$ cat src/rtl/inj_pkg.sv
// Shared types and defaults for the external-instruction injector.
package inj_pkg;

  typedef enum logic [1:0] {
    IDLE  = 2'd0,
    ISSUE = 2'd1,
    EXEC  = 2'd2
  } inj_state_t;

  localparam logic [3:0]  FETCH_STATE_DEF = 4'd0;
  localparam logic [31:0] NOP_WORD_DEF    = 32'h0000_0000;
  localparam int          DATA_W          = 32;

endpackage

$ cat src/rtl/inj_fifo.sv
// Synchronous first-word-fall-through FIFO holding queued instruction words.
module inj_fifo
  import inj_pkg::*;
#(
  parameter int DEPTH = 8
) (
  input  logic                     clk,
  input  logic                     rst,
  input  logic                     push,
  input  logic [DATA_W-1:0]        din,
  input  logic                     pop,
  output logic [DATA_W-1:0]        dout,
  output logic                     full,
  output logic                     empty,
  output logic [$clog2(DEPTH):0]   count
);

  localparam int AW = $clog2(DEPTH);

  logic [DATA_W-1:0] mem [DEPTH];
  logic [AW:0]       wr_ptr;
  logic [AW:0]       rd_ptr;
  logic              push_ok;
  logic              pop_ok;

  // Pointers carry one extra bit so full and empty are distinguishable.
  assign count   = wr_ptr - rd_ptr;
  assign full    = (count == (AW+1)'(DEPTH));
  assign empty   = (count == '0);
  assign push_ok = push && !full;
  assign pop_ok  = pop && !empty;
  assign dout    = mem[rd_ptr[AW-1:0]];

  always_ff @(posedge clk) begin
    if (rst) begin
      wr_ptr <= '0;
      rd_ptr <= '0;
    end else begin
      if (push_ok) wr_ptr <= wr_ptr + 1'b1;
      if (pop_ok)  rd_ptr <= rd_ptr + 1'b1;
    end
  end

  always_ff @(posedge clk) begin
    if (push_ok) mem[wr_ptr[AW-1:0]] <= din;
  end

endmodule

$ cat src/rtl/inst_injector.sv
// Feeds queued instruction words to the multicycle core's extInst path, one per execution.
// Optional watchdog abandons a stuck word when INJ_WATCHDOG_EN is defined.
module inst_injector
  import inj_pkg::*;
#(
  parameter int          DEPTH       = 8,
  parameter logic [3:0]  FETCH_STATE = FETCH_STATE_DEF,
  parameter logic [31:0] NOP_WORD    = NOP_WORD_DEF,
  parameter int          WD_LIMIT    = 16
) (
  input  logic                   clk,
  input  logic                   rst,
  input  logic                   inj_mode,
  input  logic                   in_valid,
  input  logic [31:0]            in_inst,
  output logic                   in_ready,
  input  logic [3:0]             core_state,
  output logic [31:0]            extInst,
  output logic                   extInst_en,
  output logic [$clog2(DEPTH):0] fifo_count,
  output logic                   busy,
  output logic [15:0]            retired,
  output logic                   drop,
  output logic                   wd_err
);

  if (DEPTH < 2 || (DEPTH & (DEPTH - 1)) != 0 || WD_LIMIT < 1) begin : g_bad_param
    $error("inst_injector: DEPTH must be a power of two >= 2 and WD_LIMIT >= 1");
  end

  inj_state_t        state;
  logic [31:0]       hold;
  logic [31:0]       head;
  logic              full;
  logic              empty;
  logic              push;
  logic              pop;
  logic              at_fetch;
  logic              wd_fire;

  assign at_fetch   = (core_state == FETCH_STATE);
  assign in_ready   = !full;
  assign push       = in_valid && in_ready;
  assign extInst    = hold;
  assign extInst_en = inj_mode;
  assign busy       = (state != IDLE);

  inj_fifo #(.DEPTH(DEPTH)) u_fifo (
    .clk   (clk),
    .rst   (rst),
    .push  (push),
    .din   (in_inst),
    .pop   (pop),
    .dout  (head),
    .full  (full),
    .empty (empty),
    .count (fifo_count)
  );

  // A word is popped exactly when it is loaded into hold, from IDLE or on a back-to-back retire.
  always_comb begin
    pop = 1'b0;
    case (state)
      IDLE:    pop = inj_mode && !empty && at_fetch;
      EXEC:    pop = inj_mode && !empty && at_fetch;
      default: pop = 1'b0;
    endcase
  end

`ifdef INJ_WATCHDOG_EN
  localparam int WD_W = $clog2(WD_LIMIT) + 1;

  logic [WD_W-1:0] wd_cnt;
  logic            wd_expire;
  logic            wd_err_r;

  assign wd_expire = (wd_cnt == WD_W'(WD_LIMIT - 1));
  // A retiring word wins over a simultaneous expiry; mode loss wins over both.
  assign wd_fire   = inj_mode && wd_expire &&
                     ((state == ISSUE) || (state == EXEC && !at_fetch));
  assign wd_err    = wd_err_r;

  always_ff @(posedge clk) begin
    if (rst) begin
      wd_cnt   <= '0;
      wd_err_r <= 1'b0;
    end else begin
      wd_err_r <= wd_fire;
      if (pop)
        wd_cnt <= '0;
      else if (state != IDLE)
        wd_cnt <= wd_cnt + 1'b1;
    end
  end
`else
  assign wd_fire = 1'b0;
  assign wd_err  = 1'b0;
`endif

  always_ff @(posedge clk) begin
    if (rst) begin
      state   <= IDLE;
      hold    <= NOP_WORD;
      retired <= '0;
      drop    <= 1'b0;
    end else begin
      drop <= 1'b0;
      case (state)
        IDLE: begin
          if (pop) begin
            hold  <= head;
            state <= ISSUE;
          end else begin
            hold  <= NOP_WORD;
          end
        end
        ISSUE: begin
          if (!inj_mode || wd_fire) begin
            hold  <= NOP_WORD;
            drop  <= 1'b1;
            state <= IDLE;
          end else if (!at_fetch) begin
            state <= EXEC;
          end
        end
        EXEC: begin
          if (!inj_mode || wd_fire) begin
            hold  <= NOP_WORD;
            drop  <= 1'b1;
            state <= IDLE;
          end else if (at_fetch) begin
            retired <= retired + 16'd1;
            if (pop) begin
              hold  <= head;
              state <= ISSUE;
            end else begin
              hold  <= NOP_WORD;
              state <= IDLE;
            end
          end
        end
        default: begin
          hold  <= NOP_WORD;
          state <= IDLE;
        end
      endcase
    end
  end

endmodule
$ cat config.mk
export PLATFORM = sky130hd
export DESIGN_NAME = inst_injector
export DESIGN_NICKNAME = d
export VERILOG_FILES = /design/src/rtl/inj_pkg.sv /design/src/rtl/inj_fifo.sv /design/src/rtl/inst_injector.sv
export SDC_FILE = /design/constraint.sdc
export NUM_CORES = 1
export LEC_CHECK = 0
export CAP_MARGIN = 0
export CORE_MARGIN = 2
export CORE_UTILIZATION = 33
export DETAILED_ROUTE_END_ITERATION = 8
export PLACE_DENSITY_LB_ADDON = 0.2
export SLEW_MARGIN = 5
export SYNTH_ARGS = -nofsm -noshare
export SYNTH_HDL_FRONTEND = slang
export SYNTH_SLANG_ARGS = --single-unit
$ cat constraint.sdc
create_clock -name clk -period 12.1 [get_ports clk]
set_input_delay 1.21 -clock clk [delete_from_list [all_inputs] [get_ports clk]]
set_output_delay 1.21 -clock clk [all_outputs]
set_load 0.005 [all_outputs]
Word-level counts from Yosys, hierarchy flattened

Memories as Yosys holds them, arrays and structs flattened. A register that Yosys moved wholly into a read port is not among the register bits.
Cells that the tools add are included.

Flip-flop bits (word level): 59
Memory bits (writable): 256
Input port bits: 40
Output and inout port bits: 57
Memories: 1

Memories:

| memory     | words | width | read ports | clocked after memory_dff | write ports | RTL line       | RTL |
|---|---|---|---|---|---|---|---|
| u_fifo.mem | 8     | 32    | 1          | 1                        | 1           | inj_fifo.sv:20 | `logic [DATA_W-1:0] mem [DEPTH];` |

Add/sub/neg operators: 4
Equality and inequality tests: 7
Muxes and demuxes: 18
Bitwise gates (word level): 1
Reduce and logical (&&, ||, !) cells: 17

Operators by type and width:

| kind                                                             | number |
|---|---|
| 32-bit 2-to-1 mux                                                | 4 |
| 32-bit case mux with 3 select lines                              | 1 |
| 16-bit by 1-bit adder with 16-bit output (second input constant) | 1 |
| 2-bit 2-to-1 mux                                                 | 5 |
| 4-bit by 1-bit adder with 4-bit output (second input constant)   | 2 |
| 4-bit zero test                                                  | 2 |
| 3-bit 2-to-1 mux                                                 | 2 |
| 3-bit != test (second input constant)                            | 2 |
| 2-bit case mux with 3 select lines                               | 1 |
| 3-bit AND reduction                                              | 2 |
| 2-bit OR reduction                                               | 3 |
| 1-bit logical AND                                                | 5 |
| 1-bit 2-to-1 mux                                                 | 5 |
| 4-bit == test (second input constant)                            | 1 |
| 4-bit subtractor                                                 | 1 |
| 2-bit by 1-bit == test with 1-bit output (second input constant) | 1 |
| 2-bit == test (second input constant)                            | 1 |
| 1-bit zero test                                                  | 2 |
| 2-bit zero test                                                  | 1 |
| 2-bit by 1-bit != test with 1-bit output (second input constant) | 1 |
| 2-bit != test (second input constant)                            | 1 |
| 2-bit AND reduction                                              | 1 |
| 2-bit nonzero test                                               | 1 |
| 1-bit NOT                                                        | 1 |

Longest topological paths before layout

Gate-level depths: netlist of the first run.

Depth in word-level cells: 10
Depth in mapped cells: 10
Gate-level depth less buffers: 9

Hierarchy

A second synthesis of the first run with hierarchy kept.

Cell total of the unflattened synthesis: 647
Area total of the unflattened synthesis: 12248.0 um^2

Modules (own cells, without submodules):

| module        | instances | cells an instance | area an instance (um^2) | sequential area each (um^2) |
|---|---|---|---|---|
| inj_fifo      | 1         | 452               | 10286.1                 | 7907.6 |
| inst_injector | 1         | 195               | 1961.9                  | 1021.0 |

Worst setup path before layout of the first run

No wires, ideal clock.

Path type: register to register
From: register u_fifo.wr_ptr[0]
To: memory u_fifo.mem[0][0] (enable)
Library setup time: 502 ps
Data arrival time: 4685 ps
Slack: 6913 ps
Cell stages (with the launch flop): 9
Buffers on the path: 0
Cell sequence: dfxtp_1 > inv_1 > ha_1 > inv_1 > fa_1 > xor2_1 > or3_4 > o31ai_4 > nor4_1

Word-level cells in the longest chain between the ends: 7

Ends and longest elaborated chain:

| what                                     | RTL line                            | RTL |
|---|---|---|
| start: declaration                       | inj_fifo.sv:21                      | `logic [AW:0] wr_ptr;` |
| start signal: assignment                 | inj_fifo.sv:39                      | `if (push_ok) wr_ptr <= wr_ptr + 1'b1;` |
| 4-bit subtractor *                       | inj_fifo.sv:27                      | `assign count = wr_ptr - rd_ptr;` |
| named net fifo_count[2]                  | inst_injector.sv:20                 | `output logic [$clog2(DEPTH):0] fifo_count,` |
| 4-bit == test *                          | inj_fifo.sv:28                      | `assign full = (count == (AW+1)'(DEPTH));` |
| 1-bit zero test *                        | inj_fifo.sv:30, inst_injector.sv:42 |  |
| 1-bit logical AND                        | inst_injector.sv:43                 | `assign push = in_valid && in_ready;` |
| 1-bit logical AND *                      | inj_fifo.sv:30                      | `assign push_ok = push && !full;` |
| 1-bit 2-to-1 mux *                       | inj_fifo.sv:45                      | `if (push_ok) mem[wr_ptr[AW-1:0]] <= din;` |
| 1-bit 2-to-1 mux (implied by the code) * | inj_fifo.sv:45                      |  |
| end: declaration                         | inj_fifo.sv:20                      |  |

The timed path passes the listed nets; every way through them passes the cells marked *.

Worst setup path after layout of the first run

From: register u_fifo.wr_ptr[0]
To: output in_ready

Word-level cells in the longest chain between the ends: 3

Ends and longest elaborated chain:

| what             | RTL line            | RTL |
|---|---|---|
| 4-bit subtractor | inj_fifo.sv:27      |  |
| 4-bit == test    | inj_fifo.sv:28      |  |
| 1-bit zero test  | inst_injector.sv:42 | `assign in_ready = !full;` |
| end: declaration | inst_injector.sv:16 | `output logic in_ready,` |

Every way passes these cells.

==> results.md, run 1 <==
- Initial DRC Count: 300
- Gr busiest metal: met2
- CP arrival: 3.05 ns
- Grt total ovfl: 0
- RSZ-0062 raised after global routing: false
- Clock Tree Buf Depth: 3
- Top cell type's share of synthesized area: 63.1%
- Final Setup Violations: 0
- Actual slew at the worst max-slew pin: 1.22 ns
- Hold_ws: 0.482 ns
- Core Box Area: 36,500 um^2
- Post_cts resized: 0
- Final hold violation count: 0
- Grt met2 use: 24.3%
- Antenna violation net count after detailed routing: 0
- Initial Utilization: 33.4%
- Max-cap violations: 0
- Die Area: 38,500 um^2
- Layout cell share with drive strength beyond 1: 24.2%
- Leakage: 4.71 nW
- CTS Root Cell: clkbuf_16
- Vias: 6,140
- Post CTS Setup Buffer Count: 0
- Top_reg_cell synth: edfxtp_1
- Internal Pwr Total: 1.90 mW
- Nets: 787
- Synthesized area per cell: 19.6 um^2
- # fillers: 3,210
- Post-synthesis async set-or-reset flop share: 0%
- CP max FO: 6
- Pwr/cell area: 162 nW/um^2
- H-tree depth: 2
- Crit. End Element: output port
- NetSw: 500 uW
- Met3 Usage GRT: 2.49%
- Die X: 196 um
- Top-count cell post-synth: edfxtp_1
- I/O pin total: 97
- Min cycle time layout: 4.26 ns
- DRT Wirelength: 26.6 mm
- FP Rows: 70
- Sequential Power Share: 51.2%
- Inserted Diodes: 0
- Fmax achieved: 234 MHz
- DRC: 0
- Critical Path RT: 10.89 ns
- Worst Hold Class: reg2reg
- Yosys reg bits: 318
- Setup TNS: 0 ns
- Clock power frac: 43.4%
- VDD IR max: 0.0000832 V
- Ranking of synthesized cells by area: edfxtp_1 (63%), mux4_2 (12%), dfxtp_1 (10%)
- TritonCTS Buffers: 35
- Top cells by count, synth: edfxtp_1 (256), mux4_2 (64), dfxtp_1 (62), a22o_1 (32), mux2_2 (32)
- Largest net degree at the start of global routing: 65
- EDFF count, synth: 256
- Pre-antenna DRT Iters: 4
- Worst Skew: 0.0219 ns
- Gate Count Post-Synth: 623
- Hpwl dp: 14.5 mm
- Register area share after synthesis: 73.3%
- Vias in the first global route: 6,743
- Met1 Resource Use GR: 18.5%
- Period Utilization, post-route: 35.2%
- Global-route wire length before repair: 40.8 mm
- Buffers on Ports: 95
- Crit Path Class: reg2out
- Design Power: 2.40 mW
- Vias per cell: 4.99
- Sw Ratio: 20.8%
- Routability Congestion: 0.713
- Area Growth Syn to Fin: 21.8%
- Post-Syn Area: 12,200 um^2
- Wirelength per Cell: 21.6 um
- Yosys warns: 0
- GRT Total Usage: 14.1%
- Combinational fraction of design power: 5.4%
- CTS clk-pin slew, worst paths: 0.06 ns
- Mapped Nets: 674
- Final Max Slew Viols: 0
- CP startpoint kind: flop
- Post-CTS Hold Buffers: 0
- CTS Sinks: 318
- Max-slew headroom: 18.3%
- CTS tree: done
- Status: finished clean
- Dominant cell type by area after synthesis: edfxtp_1
- Initial antenna violation count: 0
- Worst-Skew Late Latency: 0.51 ns
- Yosys cell types: 50
- Die span in y: 196 um
## cell type report
type	count	area, um^2	share of cell area [%]
flip-flops and latches	318	8930	60.2
multi-input cells	262	3090	20.9
repair buffers	108	1050	7.07
clock buffers	41	898	6.06
well taps	468	586	3.95
clock inverters	23	231	1.56
inverters	11	41.3	0.278
## stage by stage
step                      cell area [um^2]  instances  utilization, %  worst slack, ns
after floorplan                      12200        623               -             6.91
after global routing                 14800       1231            40.6             7.67
final                                14800       1231            40.6             7.84
after CTS                            14800       1231            40.6             7.81
after detailed placement             13700       1167            37.5             7.93
after global placement               13700       1167            37.5             7.97
## path summary, 6_finish.rpt
check,to,depth (start not counted),from,slack [ns]
min reg2reg,extInst[3]$_SDFFE_PP0P_,1,extInst[3]$_SDFFE_PP0P_,0.48
min,extInst[3]$_SDFFE_PP0P_,1,extInst[3]$_SDFFE_PP0P_,0.48
max,in_ready,8,u_fifo.wr_ptr[0]$_SDFFE_PP0P_,7.84
max reg2reg,u_fifo.mem[4][13]$_DFFE_PP_,9,u_fifo.wr_ptr[0]$_SDFFE_PP0P_,8.48
## power by group through the flow
stage,logic [mW],clock network [mW],registers [mW]
2_1_floorplan,0.0732,0,1.25
3_3_place_gp,0.128,0,1.25
3_5_place_dp,0.131,0,1.25
4_1_cts,0.132,1.07,1.23
5_1_grt,0.141,1.11,1.23
6_report,0.129,1.04,1.23
## state kept, by name, indices dropped and copies added, names as in the netlist, named ones only
name	cells
u_fifo.mem	256
extInst	32
retired	16
u_fifo.rd_ptr	4
u_fifo.wr_ptr	4
state	2
drop	1
## layout by cell type, fill, tap and decap left out, types with 3 or more instances in the layout
cell | synthesis | final
a21oi_1 | 7 | 7
nand3_1 | 8 | 8
xor2_1 | 14 | 14
a22o_1 | 32 | 32
nor3_2 | 1 | 5
bufinv_16 | 0 | 4
nand4_1 | 6 | 6
clkinv_1 | 0 | 4
mux4_2 | 64 | 64
clkinv_2 | 0 | 9
nor4_2 | 2 | 4
nand2_1 | 8 | 8
xnor2_1 | 4 | 4
clkdlybuf4s50_1 | 0 | 95
dfxtp_1 | 62 | 59
edfxtp_1 | 256 | 256
inv_1 | 11 | 11
mux2_2 | 32 | 32
ha_1 | 10 | 10
and4_1 | 3 | 3
clkbuf_16 | 0 | 35
buf_4 | 2 | 13
nor2_1 | 23 | 23
inv_6 | 0 | 4
nor3_1 | 9 | 4
clkbuf_1 | 17 | 6
## routing by layer
metal | vias to the layer above | part of all wire (%)
li1 | 2754 | -
met1 | 3213 | 45
met2 | 138 | 49
met3 | 35 | 3.6
met4 | 0 | 1.7
met5 | - | 0
## cells by family after synthesis
group / synth area share [%]
other: 0.0308
adders and majority gates: 1.19
muxes: 15.1
DFF: 73.3
buffers and inverters: 1.71
xor gates and xnor gates: 1.29
and+or+nand+nor: 3.73
AOI/OAI and AO/OA: 3.67
## critical path, stage by stage (launching register included)
cell and delay, ns:
dfxtp_1 0.48, inv_1 0.23, ha_1 0.24, inv_1 0.06, fa_1 0.46, or3_4 0.42
nor3_1 0.14, inv_1 0.06, clkdlybuf4s50_1 0.45
No activity file was read; power rests on OpenSTA's default activity.
==> run 2, diff against run 1 <==
clock period = 3.6 ns   (was 12.1 ns; I/O delays follow)
==> run 2 against run 1 <==
Effect of this change: final cell count grew 0.81%; total power rose to 3.4 times the previous value; clock skew decreased by 0.0027 ns; design area grew 1.1%; via count shrank 1.4%; sequential share of layout area fell by 0.67 points; first-iteration DRC count is 3.7% lower; count of clock-buffer cells in the layout up 7; critical path depth unchanged; setup slack worse by 7.6 ns.
==> results.md, run 2 (synthesized netlist as in run 1, its figures left out) <==
- Status: finished clean
- Crit Path Class: reg2out
- Area Growth Syn to Fin: 23.2%
- Grt total ovfl: 0
- Fin util: 41.1%
- Largest net degree at the start of global routing: 34
- Antenna violation net count after detailed routing: 0
- GRT Total Usage: 13.7%
- Pwr/cell area: 545 nW/um^2
- Max reg flops: 256
- Vias in the first global route: 6,691
- Hpwl dp: 16.1 mm
- FP Rows: 70
- DRT Wirelength: 25.7 mm
- H-tree depth: 2
- Vias per cell: 4.88
- CP max stage delay: 0.51 ns
- Worst Hold Class: reg2reg
- Die X: 196 um
- Die Area: 38,500 um^2
- TritonCTS Buffers: 35
- Period Utilization, post-route: 92.3%
- CTS Root Cell: clkbuf_16
- Final Setup Violations: 0
- Crit. End Element: output port
- CP arrival: 2.96 ns
- Flop2flop setup slack: 0.30 ns
- Multi-input gate area: 3120 um^2
- CTS Sinks: 318
- VDD IR max: 0.000301 V
- Layout cell share with drive strength beyond 1: 24.8%
- Min cycle time layout: 3.32 ns
- Setup slack after layout: 0.276 ns
- Hold_ws: 0.479 ns
- Max-cap violations: 0
- Die span in y: 196 um
- Cells along the critical path: inv_1 > ha_1 > inv_1 > fa_1 > or3_4 > nor3_2 > inv_1 > clkdlybuf4s50_1
- Initial DRC Count: 289
- Finished Layout Cells: 1,241
- Critical Path RT: 3.24 ns
- Setup TNS: 0 ns
- Commonest non-fill, non-tap cell in the layout: edfxtp_1
- RSZ-0062 raised after global routing: false
- Inserted Diodes: 0
- CP startpoint kind: flop
- Global-route wire length before repair: 39.9 mm
- Commonest non-fill, non-tap cells in the layout: edfxtp_1 (256), clkdlybuf4s50_1 (95), mux4_2 (64)
- Buffers on Ports: 95
- Leakage: 4.79 nW
- Clock Tree Buf Depth: 3
- Pre-CTS WS: 0.279 ns
- I/O pin total: 97
- DRC: 0
- Design Power: 8.17 mW
- Max-slew headroom: 31.3%
- Actual slew at the worst max-slew pin: 1.03 ns
- Final Max Slew Viols: 0
- Pre-antenna DRT Iters: 4
- Worst-Skew Late Latency: 0.51 ns
- Crit path max-delay cell type: dfxtp_1
- Final hold violation count: 0
- Fmax achieved: 301 MHz
- Design Area, Final: 15,000 um^2
- Worst Skew: 0.0192 ns
- Post CTS Setup Buffer Count: 0
- Nets: 798
- CTS clk-pin slew, worst paths: 0.06 ns
- CP max FO: 6
- Core Box Area: 36,500 um^2
- CTS tree: done
- Post-CTS Hold Buffers: 0
- Most used cell, CP: inv_1
- Register area: 8930 um^2
- Initial antenna violation count: 0
- Vias: 6,057
- Placed Area: 13,800 um^2
- Critical path buffer and inverter count: 4
- Wirelength per Cell: 20.7 um
- # fillers: 3,203
- CP top delay family: buffers and inverters
- Initial Utilization: 33.4%
- Routability Congestion: 0.728
- Cells after DPL: 1,178
- Post_cts resized: 0
run 2: per-layer routing:
layer  up-vias  track usage [%]  share of wire (%)
li1       2778                -                  -
met1      3116             17.8                 44
met2       130             23.4                 50
met3        33             2.96                4.5
met4         0             3.25                1.7
met5         -                0                  0
run 2: where the power goes:
group | internal (mW) | switching (mW)
Clock | 2.18 | 1.40
Combinational | 0.216 | 0.250
Sequential | 4.10 | 0.0383
run 2: layout make-up:
class	instances	area share, %
clock buffer	48	6.44
multi-input combinational	262	20.8
tap	468	3.90
clock inverter	15	1.26
inverter	11	0.275
timing repair buffer	119	7.79
sequential	318	59.6
run 2: final timing paths:
check                                                   start                         end  cells after the start
worst max-delay path            u_fifo.wr_ptr[0]$_SDFFE_PP0P_                    in_ready                      8
worst min-delay path                 extInst[22]$_SDFFE_PP0P_    extInst[22]$_SDFFE_PP0P_                      1
worst max register to register  u_fifo.wr_ptr[2]$_SDFFE_PP0P_  u_fifo.mem[7][7]$_DFFE_PP_                      6
worst min register to register       extInst[22]$_SDFFE_PP0P_    extInst[22]$_SDFFE_PP0P_                      1
run 2: worst register-to-register path, stage by stage, from the launching register on:
cell	delay, ns
dfxtp_1	0.54
ha_1	0.35
a21oi_1	0.27
and3_1	0.38
o31ai_4	0.17
nor3_4	0.84
buf_4	0.42
